File: src/rtl/fwd_pkg.sv
// Shared encodings for the forwarding / hazard controller.
package fwd_pkg;

    localparam logic [1:0] FWD_RF    = 2'b00;
    localparam logic [1:0] FWD_EXMEM = 2'b01;
    localparam logic [1:0] FWD_MEMWB = 2'b10;

    localparam int unsigned FLUSH_IFID  = 0;
    localparam int unsigned FLUSH_IDEX  = 1;
    localparam int unsigned FLUSH_EXMEM = 2;
    localparam int unsigned FLUSH_W     = 3;

    typedef enum logic [1:0] {
        RUN    = 2'd0,
        DRAIN  = 2'd1,
        HALTED = 2'd2
    } fsm_state_e;

    // Flush vector covering the youngest 'depth' pipeline registers.
    function automatic logic [FLUSH_W-1:0] flushMask(input int unsigned depth);
        logic [FLUSH_W-1:0] m;
        m = '0;
        for (int unsigned i = 0; i < FLUSH_W; i++) begin
            if (i < depth) m[i] = 1'b1;
        end
        return m;
    endfunction

endpackage

File: src/rtl/fwd_match.sv
// Per-operand producer comparator: qualifies a source register against EX and MEM producers.
module fwd_match
    import fwd_pkg::*;
#(
    parameter int unsigned ADDR_W = 5
) (
    input  logic [ADDR_W-1:0] opReg,
    input  logic              opUse,
    input  logic [ADDR_W-1:0] exDest,
    input  logic              exRegWrite,
    input  logic [ADDR_W-1:0] memDest,
    input  logic              memRegWrite,
    output logic              exMatch_c,
    output logic              memMatch_c,
    output logic [1:0]        sel_c
);

    logic nonZero;

    // Register 0 is hardwired, so it never creates a dependency.
    assign nonZero    = (opReg != '0);
    assign exMatch_c  = opUse && nonZero && exRegWrite  && (exDest  == opReg);
    assign memMatch_c = opUse && nonZero && memRegWrite && (memDest == opReg);

    always_comb begin
        sel_c = FWD_RF;
        if (exMatch_c) begin
            sel_c = FWD_EXMEM;
        end else if (memMatch_c) begin
            sel_c = FWD_MEMWB;
        end
    end

endmodule

File: src/rtl/fwd_hazard_ctrl.sv
// Forwarding select, load-use stall, redirect flush and halt drain control
// for the 5-stage pipeline.
module fwd_hazard_ctrl
    import fwd_pkg::*;
#(
    parameter int unsigned REG_ADDR_W   = 5,
    parameter int unsigned FLUSH_DEPTH  = 3,
    parameter int unsigned DRAIN_CYCLES = 4,
    parameter int unsigned CNT_W        = 16
) (
    input  logic                  clk,
    input  logic                  rst,
    input  logic [REG_ADDR_W-1:0] id_rs,
    input  logic [REG_ADDR_W-1:0] id_rt,
    input  logic                  id_use_rs,
    input  logic                  id_use_rt,
    input  logic                  id_halt,
    input  logic [REG_ADDR_W-1:0] ex_dest,
    input  logic                  ex_regwrite,
    input  logic                  ex_memread,
    input  logic [REG_ADDR_W-1:0] mem_dest,
    input  logic                  mem_regwrite,
    input  logic                  redirect,
    output logic [1:0]            fwd_a_sel,
    output logic [1:0]            fwd_b_sel,
    output logic                  stall_pc,
    output logic                  stall_ifid,
    output logic                  bubble_idex,
    output logic [2:0]            flush,
    output logic                  halted,
    output logic [CNT_W-1:0]      stall_cnt,
    output logic [CNT_W-1:0]      flush_cnt
);

    localparam int unsigned DRAIN_W = (DRAIN_CYCLES > 1) ? $clog2(DRAIN_CYCLES) : 1;
    localparam logic [DRAIN_W-1:0] DRAIN_LOAD = DRAIN_W'(DRAIN_CYCLES - 1);
    localparam logic [FLUSH_W-1:0] FLUSH_MASK = flushMask(FLUSH_DEPTH);

    fsm_state_e         state;
    fsm_state_e         stateNext;
    logic [DRAIN_W-1:0] drainCnt;
    logic [DRAIN_W-1:0] drainCntNext;
    logic [1:0]         selANext;
    logic [1:0]         selBNext;
    logic               stallEvt;
    logic               flushEvt;

    logic       exMatchA_c;
    logic       exMatchB_c;
    logic       memMatchA_c;
    logic       memMatchB_c;
    logic [1:0] selA_c;
    logic [1:0] selB_c;
    logic       loadUse_c;

    fwd_match #(.ADDR_W(REG_ADDR_W)) u_match_rs (
        .opReg       (id_rs),
        .opUse       (id_use_rs),
        .exDest      (ex_dest),
        .exRegWrite  (ex_regwrite),
        .memDest     (mem_dest),
        .memRegWrite (mem_regwrite),
        .exMatch_c   (exMatchA_c),
        .memMatch_c  (memMatchA_c),
        .sel_c       (selA_c)
    );

    fwd_match #(.ADDR_W(REG_ADDR_W)) u_match_rt (
        .opReg       (id_rt),
        .opUse       (id_use_rt),
        .exDest      (ex_dest),
        .exRegWrite  (ex_regwrite),
        .memDest     (mem_dest),
        .memRegWrite (mem_regwrite),
        .exMatch_c   (exMatchB_c),
        .memMatch_c  (memMatchB_c),
        .sel_c       (selB_c)
    );

    // A load in EX cannot forward yet; MEM-stage matches resolve by forwarding.
    assign loadUse_c = ex_memread && (exMatchA_c || exMatchB_c);

    // Next state, combinational pipeline controls and next operand selects.
    always_comb begin
        stateNext    = state;
        drainCntNext = drainCnt;
        stall_pc     = 1'b0;
        stall_ifid   = 1'b0;
        bubble_idex  = 1'b0;
        flush        = '0;
        selANext     = FWD_RF;
        selBNext     = FWD_RF;
        stallEvt     = 1'b0;
        flushEvt     = 1'b0;
        case (state)
            RUN: begin
                if (redirect) begin
                    flush    = FLUSH_MASK;
                    flushEvt = 1'b1;
                end else begin
                    stall_pc    = loadUse_c;
                    stall_ifid  = loadUse_c;
                    bubble_idex = loadUse_c;
                    if (!loadUse_c) begin
                        selANext = selA_c;
                        selBNext = selB_c;
                    end
                    if (id_halt) begin
                        stateNext    = DRAIN;
                        drainCntNext = DRAIN_LOAD;
                    end else begin
                        stallEvt = loadUse_c;
                    end
                end
            end
            DRAIN: begin
                if (redirect) begin
                    // Halt was fetched down the wrong path.
                    flush        = FLUSH_MASK;
                    flushEvt     = 1'b1;
                    stateNext    = RUN;
                    drainCntNext = '0;
                end else begin
                    stall_pc    = 1'b1;
                    stall_ifid  = 1'b1;
                    bubble_idex = 1'b1;
                    if (drainCnt == '0) begin
                        stateNext = HALTED;
                    end else begin
                        drainCntNext = drainCnt - DRAIN_W'(1);
                    end
                end
            end
            HALTED: begin
                stall_pc   = 1'b1;
                stall_ifid = 1'b1;
            end
            default: begin
                stateNext    = RUN;
                drainCntNext = '0;
            end
        endcase
    end

    always_ff @(posedge clk) begin
        if (rst) begin
            state     <= RUN;
            drainCnt  <= '0;
            fwd_a_sel <= FWD_RF;
            fwd_b_sel <= FWD_RF;
            halted    <= 1'b0;
            stall_cnt <= '0;
            flush_cnt <= '0;
        end else begin
            state     <= stateNext;
            drainCnt  <= drainCntNext;
            fwd_a_sel <= selANext;
            fwd_b_sel <= selBNext;
            halted    <= (stateNext == HALTED);
            if (stallEvt && (stall_cnt != '1)) begin
                stall_cnt <= stall_cnt + CNT_W'(1);
            end
            if (flushEvt && (flush_cnt != '1)) begin
                flush_cnt <= flush_cnt + CNT_W'(1);
            end
        end
    end

endmodule
File: config.mk
export PLATFORM = sky130hd
export DESIGN_NAME = fwd_hazard_ctrl
export DESIGN_NICKNAME = d
export VERILOG_FILES = /design/src/rtl/fwd_pkg.sv /design/src/rtl/fwd_match.sv /design/src/rtl/fwd_hazard_ctrl.sv
export SDC_FILE = /design/constraint.sdc
export NUM_CORES = 1
export LEC_CHECK = 0
export CAP_MARGIN = 5
export CORE_ASPECT_RATIO = 1.2
export CORE_UTILIZATION = 50
export DETAILED_ROUTE_END_ITERATION = 12
export HOLD_SLACK_MARGIN = 0.06
export PLACE_DENSITY = 0.86
export SETUP_SLACK_MARGIN = 0.3
export SLEW_MARGIN = 5
export SYNTH_ARGS = -nofsm -noshare
export SYNTH_HDL_FRONTEND = slang
export SYNTH_SLANG_ARGS = --single-unit
File: constraint.sdc
create_clock -name clk -period 7.3 [get_ports clk]
set_input_delay 1.825 -clock clk [delete_from_list [all_inputs] [get_ports clk]]
set_output_delay 1.825 -clock clk [all_outputs]
set_load 0.05 [all_outputs]
; Word level (Yosys, flattened, before mapping)
; Cells that the tools add are included.
[word_totals]
register_bits = 41
output_inout_bits = 43
[op_classes]
addsub = 3
n_eq_ne = 12
mux = 25
n_bitwise = 2
reduce_logical = 23
[op_table]
columns = cell, count
row1 = $add 16x1->16 const B, 2
row2 = $ne 16x16->1 const B, 2
row3 = $eq 5x5->1, 4
row4 = $mux 2, 10
row5 = $logic_and 1x1->1, 13
row6 = $pmux 2 s3, 2
row7 = $reduce_bool 5->1, 2
row8 = $reduce_or 5->1, 2
row9 = $mux 1, 9
row10 = $mux 3, 2
row11 = $eq 2x2->1 const B, 2
row12 = $logic_not 2->1, 2
row13 = $ne 2x2->1 const B, 2
row14 = $reduce_and 4->1, 1
row15 = $reduce_or 4->1, 1
row16 = $ne 3x3->1 const B, 1
row17 = $pmux 1 s3, 1
row18 = $eq 2x1->1 const B, 1
row19 = $not 1->1, 2
row20 = $pmux 1 s2, 1
row21 = $reduce_or 2->1, 1
row22 = $sub 2x1->2 const B, 1
row23 = $logic_or 1x1->1, 1

; Depth between registers and ports, before layout
[logic_depth]
depth_word = 10
depth_mapped = 8
mapped_depth_nobuf = 7

; Hierarchy
; Synthesis repeated with hierarchy kept, for this count alone.
[unflattened]
cells_unflattened = 280
hier_area_um2 = 2348.5
[by_module_without_submodules]
columns = mod, instances, cells_each, area_per_inst_um2
row1 = fwd_hazard_ctrl, 1, 240, 2038.2
row2 = fwd_match, 2, 20, 155.1

; Worst setup path before layout
; No wires, ideal clock.
[synth_timing]
kind = input to output
startpoint = input port id_rs[2]
endpoint = output port stall_pc
arrival_time_ns = 4.301
required_time_ns = 5.475
slack_ns = 1.174
cell_stages = 7
cell_sequence = xnor2_1 -> nand4_1 -> nor3_1 -> o21ai_0 -> a21oi_1 -> a21o_1 -> buf_4
[synth_between]
elab_chain_cells = 8
word_cells_on_any_way = 9
[synth_lines]
columns = element, line
row1 = start: declaration, fwd_hazard_ctrl.sv:13  ; input logic [REG_ADDR_W-1:0] id_rs,
row2 = $reduce_bool 5->1, fwd_match.sv:21  ; assign nonZero = (opReg != '0);
row3 = $logic_and 1x1->1 (2 in a row), fwd_match.sv:22  ; assign exMatch_c = opUse && nonZero && exRegWrite && (exDest == opReg);
row4 = $logic_and 1x1->1 (*), fwd_match.sv:22
row5 = $logic_or 1x1->1 (*), fwd_hazard_ctrl.sv:81  ; assign loadUse_c = ex_memread && (exMatchA_c || exMatchB_c);
row6 = $logic_and 1x1->1 (*), fwd_hazard_ctrl.sv:81
row7 = $mux 1 (*), --
row8 = $pmux 1 s3 (*), --
row9 = end: declaration, fwd_hazard_ctrl.sv:26  ; output logic stall_pc,
; Every way passes the cells marked *; elsewhere a longest branch is shown, timed or not.

; Worst setup path after layout
[layout_timing]
startpoint = input port id_rs[3]
endpoint = output port stall_pc
[layout_between]
elab_chain_cells = 8
word_cells_on_any_way = 9
[layout_lines]
columns = element, line
row1 = $reduce_bool 5->1, fwd_match.sv:21
row2 = $logic_and 1x1->1 (2 in a row), fwd_match.sv:22
row3 = $logic_and 1x1->1 (*), fwd_match.sv:22
row4 = $logic_or 1x1->1 (*), fwd_hazard_ctrl.sv:81
row5 = $logic_and 1x1->1 (*), fwd_hazard_ctrl.sv:81
row6 = $mux 1 (*), fwd_hazard_ctrl.sv:97  ; if (redirect) begin
row7 = $pmux 1 s3 (*), fwd_hazard_ctrl.sv:95  ; case (state)
; Marks and branches as above.

==> out/metrics.csv <==
stage,metric,value,unit
outcome,run status,"finished, final reports clean",
cts,post_cts resized,0,
worst_setup_path,Setup crit end,stall_pc,
global_routing,GR Layer Usage met3,3.636,%
placement,routability cong.,0.8805,
yosys,largest area contributor in the netlist,dfxtp_1,
cts,clock slew at reported path FFs,0.08,ns
worst_setup_path,most frequent CP cell,clkdlybuf4s50_1,
timing,endpoints failing setup,0,
floorplan,# rows,26,
finish,Nets,366,
timing,RSZ-0062 raised after global routing,false,
global_routing,met1 Use GR,26.48,%
yosys,sequential share of the synthesized area,36.90,%
worst_setup_path,Crit Path Class,input pin to output pin,
finish,Post-Layout Inst Area,3033,sq um
worst_setup_path,Critical-path top delay cell,clkdlybuf4s50_1,
finish,fin cells,390,
worst_setup_path,Startpoint Class,input pin,
finish,"commonest non-fill, non-tap cell in the layout",clkdlybuf4s50_1,
placement,I/O Buffers,71,
power_and_ir_drop,leakage,1.024,nW
drt,DR WL/cell,13.51,um
power_and_ir_drop,Switch Pwr,0.1186,mW
floorplan,Starting Density,52.20,%
timing,max-slew violation count,0,
worst_setup_path,r2r setup slk,5.02,ns
yosys,Yosys warning count,0,
cts,total CTS buffers,5,
yosys,"FFs w/ async S/R, synth",0,%
drt,DRC violations left,0,
power_and_ir_drop,Clk pwr share,36.8,%
worst_setup_path,crit end category,output pin,
drt,"antenna viol nets, final",0,
timing,clock skew,0.01021,ns
yosys,Mapped Avg Cell Area,8.270,sq um
power_and_ir_drop,switching portion of total power,24.83,%
timing,slew at the pin with the worst max-slew slack,0.6894,ns
power_and_ir_drop,P per Cell Area,157.4,nW/um^2
placement,dpl cell area,2929,sq um
timing,slew margin rel.,53.68,%
drt,1st-iter DRT viols,141,
timing,minimum clock period after layout,6.448,ns
global_routing,initial antenna violation count,0,
yosys,"top cells by area, synth","dfxtp_1, xnor2_1, xor2_1",
cts,clk buf depth,2,
finish,most frequent cells in the layout,"clkdlybuf4s50_1, dfxtp_1, nor2_1",
timing,fin crit share,88.33,%
worst_setup_path,Worst Path Arrival,4.62,ns
worst_setup_path,reg2reg path depth,6,
yosys,syn_nets,301,
timing,Achievable Freq,0.1551,GHz
global_routing,grt peak-use layer,met2,
power_and_ir_drop,Int Pwr,0.3589,mW
drt,Routed WL,5.267,mm
yosys,Yosys top cell area share,36.90,%
yosys,"Distinct cells, synth",41,
timing,final count of hold timing violations,0,
finish,antenna cells,0,
global_routing,vias in the first global route,1978,
drt,via count,2148,
cts,"Clk Latency, worst-skew pair",0.29,ns
yosys,number of synthesized flops with an enable pin,0,
global_routing,met2 Usage GRT,43.25,%
finish,post-layout util,71.17,%
floorplan,I/O pins,72,
floorplan,Core Box Area,4262,sq um
floorplan,Die ar.,4721,sq um
cts,Root Buffer,clkbuf_8,
yosys,mapped cell area,2225,sq um
worst_setup_path,reg2reg end,stall_cnt[10],
drt,drt via density,5.508,
global_routing,largest net degree at the start of global routing,42,
floorplan,die width,62.89,um
cts,cts-stage hold buffer count,0,
global_routing,grt total ovfl,0,
cts,CTS Sinks,41,
power_and_ir_drop,Sequential Power Share,48.3,%
placement,placed cell count,383,
run,total of max-cap violations,0,
worst_setup_path,CP peak stage delay,0.80,ns
global_routing,first-pass GRT wire length,8.694,mm
worst_setup_path,worst-path fanout max,6,
cts,H-tree Lvls,2,
worst_setup_path,crit path from,id_rs[3],
worst_setup_path,Worst EP required,5.48,ns
worst_setup_path,RR Startpoint,state[1],
finish,Area Overhead vs Synth,36.33,%
yosys,Cells after Synth,269,
yosys,Seq cells post-synth,41,
timing,TNS Setup,0,ns
power_and_ir_drop,maximum vdd drop,119.1,uV
power_and_ir_drop,Logic pwr share,14.9,%
yosys,Main synth FF type,dfxtp_1,
floorplan,Die Ht,75.07,um
drt,Pre-antenna DRT Iters,4,
cts,# Post-CTS Setup Buffers,0,
hold_path,Hold Crit Class,flop to flop,
placement,hpwl dp,3.919,mm
global_routing,Total GRT Usage,23.30,%
worst_setup_path,critical-path cell list,clkdlybuf4s50_1 > xnor2_1 > nand4_1 > nor3_1 > o21ai_0 > a21oi_1 > a21o_1 > clkdlybuf4s50_1,
cts,CTS tree,yes,
finish,layout cells sized above 1,5.389,%
[worst max-delay path, delay by kind of cell]
| kind | cells | cell delay [ns] |
|---|---|---|
| compound gates | 3 | 0.61 |
| xor+xnor | 1 | 0.15 |
| simple gates | 2 | 0.71 |
| buf+inv | 2 | 1.33 |
[power by group through the flow]
| stage | Sequential, mW | Combinational, mW | Clock, mW |
|---|---|---|---|
| after floorplan | 0.240 | 0.0370 | 0 |
| after global placement | 0.235 | 0.0698 | 0 |
| after detailed placement | 0.235 | 0.0711 | 0 |
| after CTS | 0.230 | 0.0714 | 0.178 |
| after global routing | 0.231 | 0.0773 | 0.188 |
| final | 0.230 | 0.0712 | 0.176 |
[cell type report]
class / instances / area [sq um]
Multi-Input combinational cell: 205 / 1286
Fill cell: 357 / 1229
Sequential cell: 41 / 820.8
Timing Repair Buffer: 72 / 718.2
Tap cell: 56 / 70.07
Clock buffer: 5 / 68.82
Clock inverter: 2 / 35.03
Inverter: 9 / 33.78
[state kept, by name, indices dropped and copies added (netlist names)]
register / count
drainCnt: 2
flush_cnt: 16
fwd_a_sel: 2
fwd_b_sel: 2
halted: 1
stall_cnt: 16
state: 2
[cell families (layout without fill, tap and decap cells)]
family	after synthesis	after routing	synth area share, %
AND/OR/NAND/NOR	121	121	27.90
AO/OA/AOI/OAI	42	42	12.20
flip-flops	41	41	36.90
XOR/XNOR	35	35	13.78
buffers and inverters	23	88	5.287
multiplexers	4	4	2.250
adder cells (fa/ha/maj)	3	3	1.687
[cell usage after synthesis, types with 3 or more instances]
cell,n
ha_1,3
o31ai_1,4
a21oi_1,15
dfxtp_1,41
inv_1,9
nor2_1,30
or3_1,6
xor2_1,13
xnor2_1,22
nor4_1,3
nand3_1,13
nand2_1,21
buf_4,4
o21ai_0,11
and3_1,3
and4_1,3
nor3_1,12
and2_1,4
clkbuf_1,7
or4_1,7
nand4_1,9
[how the worst min path moves through the flow]
stage	start	to	slack, ns	cells after the start
after global placement	stall_cnt[10]	stall_cnt[10]	0.48	2
after global routing	stall_cnt[10]	stall_cnt[10]	0.54	2
after CTS	stall_cnt[10]	stall_cnt[10]	0.51	2
after detailed placement	stall_cnt[10]	stall_cnt[10]	0.50	2
after floorplan	drainCnt[0]	drainCnt[0]	0.48	2
final	stall_cnt[10]	stall_cnt[10]	0.51	2
[layer usage]
metal	wire, um	vias to the layer above
li1	-	1073
met4	115	0
met1	2241	988
met3	262	12
met5	0	-
met2	2647	75
[through the flow]
| stage | hold WS [ns] | setup slack [ns] | total power [mW] |
|---|---|---|---|
| 2_1_floorplan | 0.4814 | 1.174 | 0.2765 |
| 3_3_place_gp | 0.4816 | 0.9830 | 0.3051 |
| 4_1_cts | 0.5069 | 0.8749 | 0.4800 |
| 6_report | 0.5058 | 0.8517 | 0.4775 |
| 3_5_place_dp | 0.4965 | 0.9042 | 0.3065 |
| 5_1_grt | 0.5392 | 0.6496 | 0.4962 |
No activity file was read; power rests on OpenSTA's default activity.
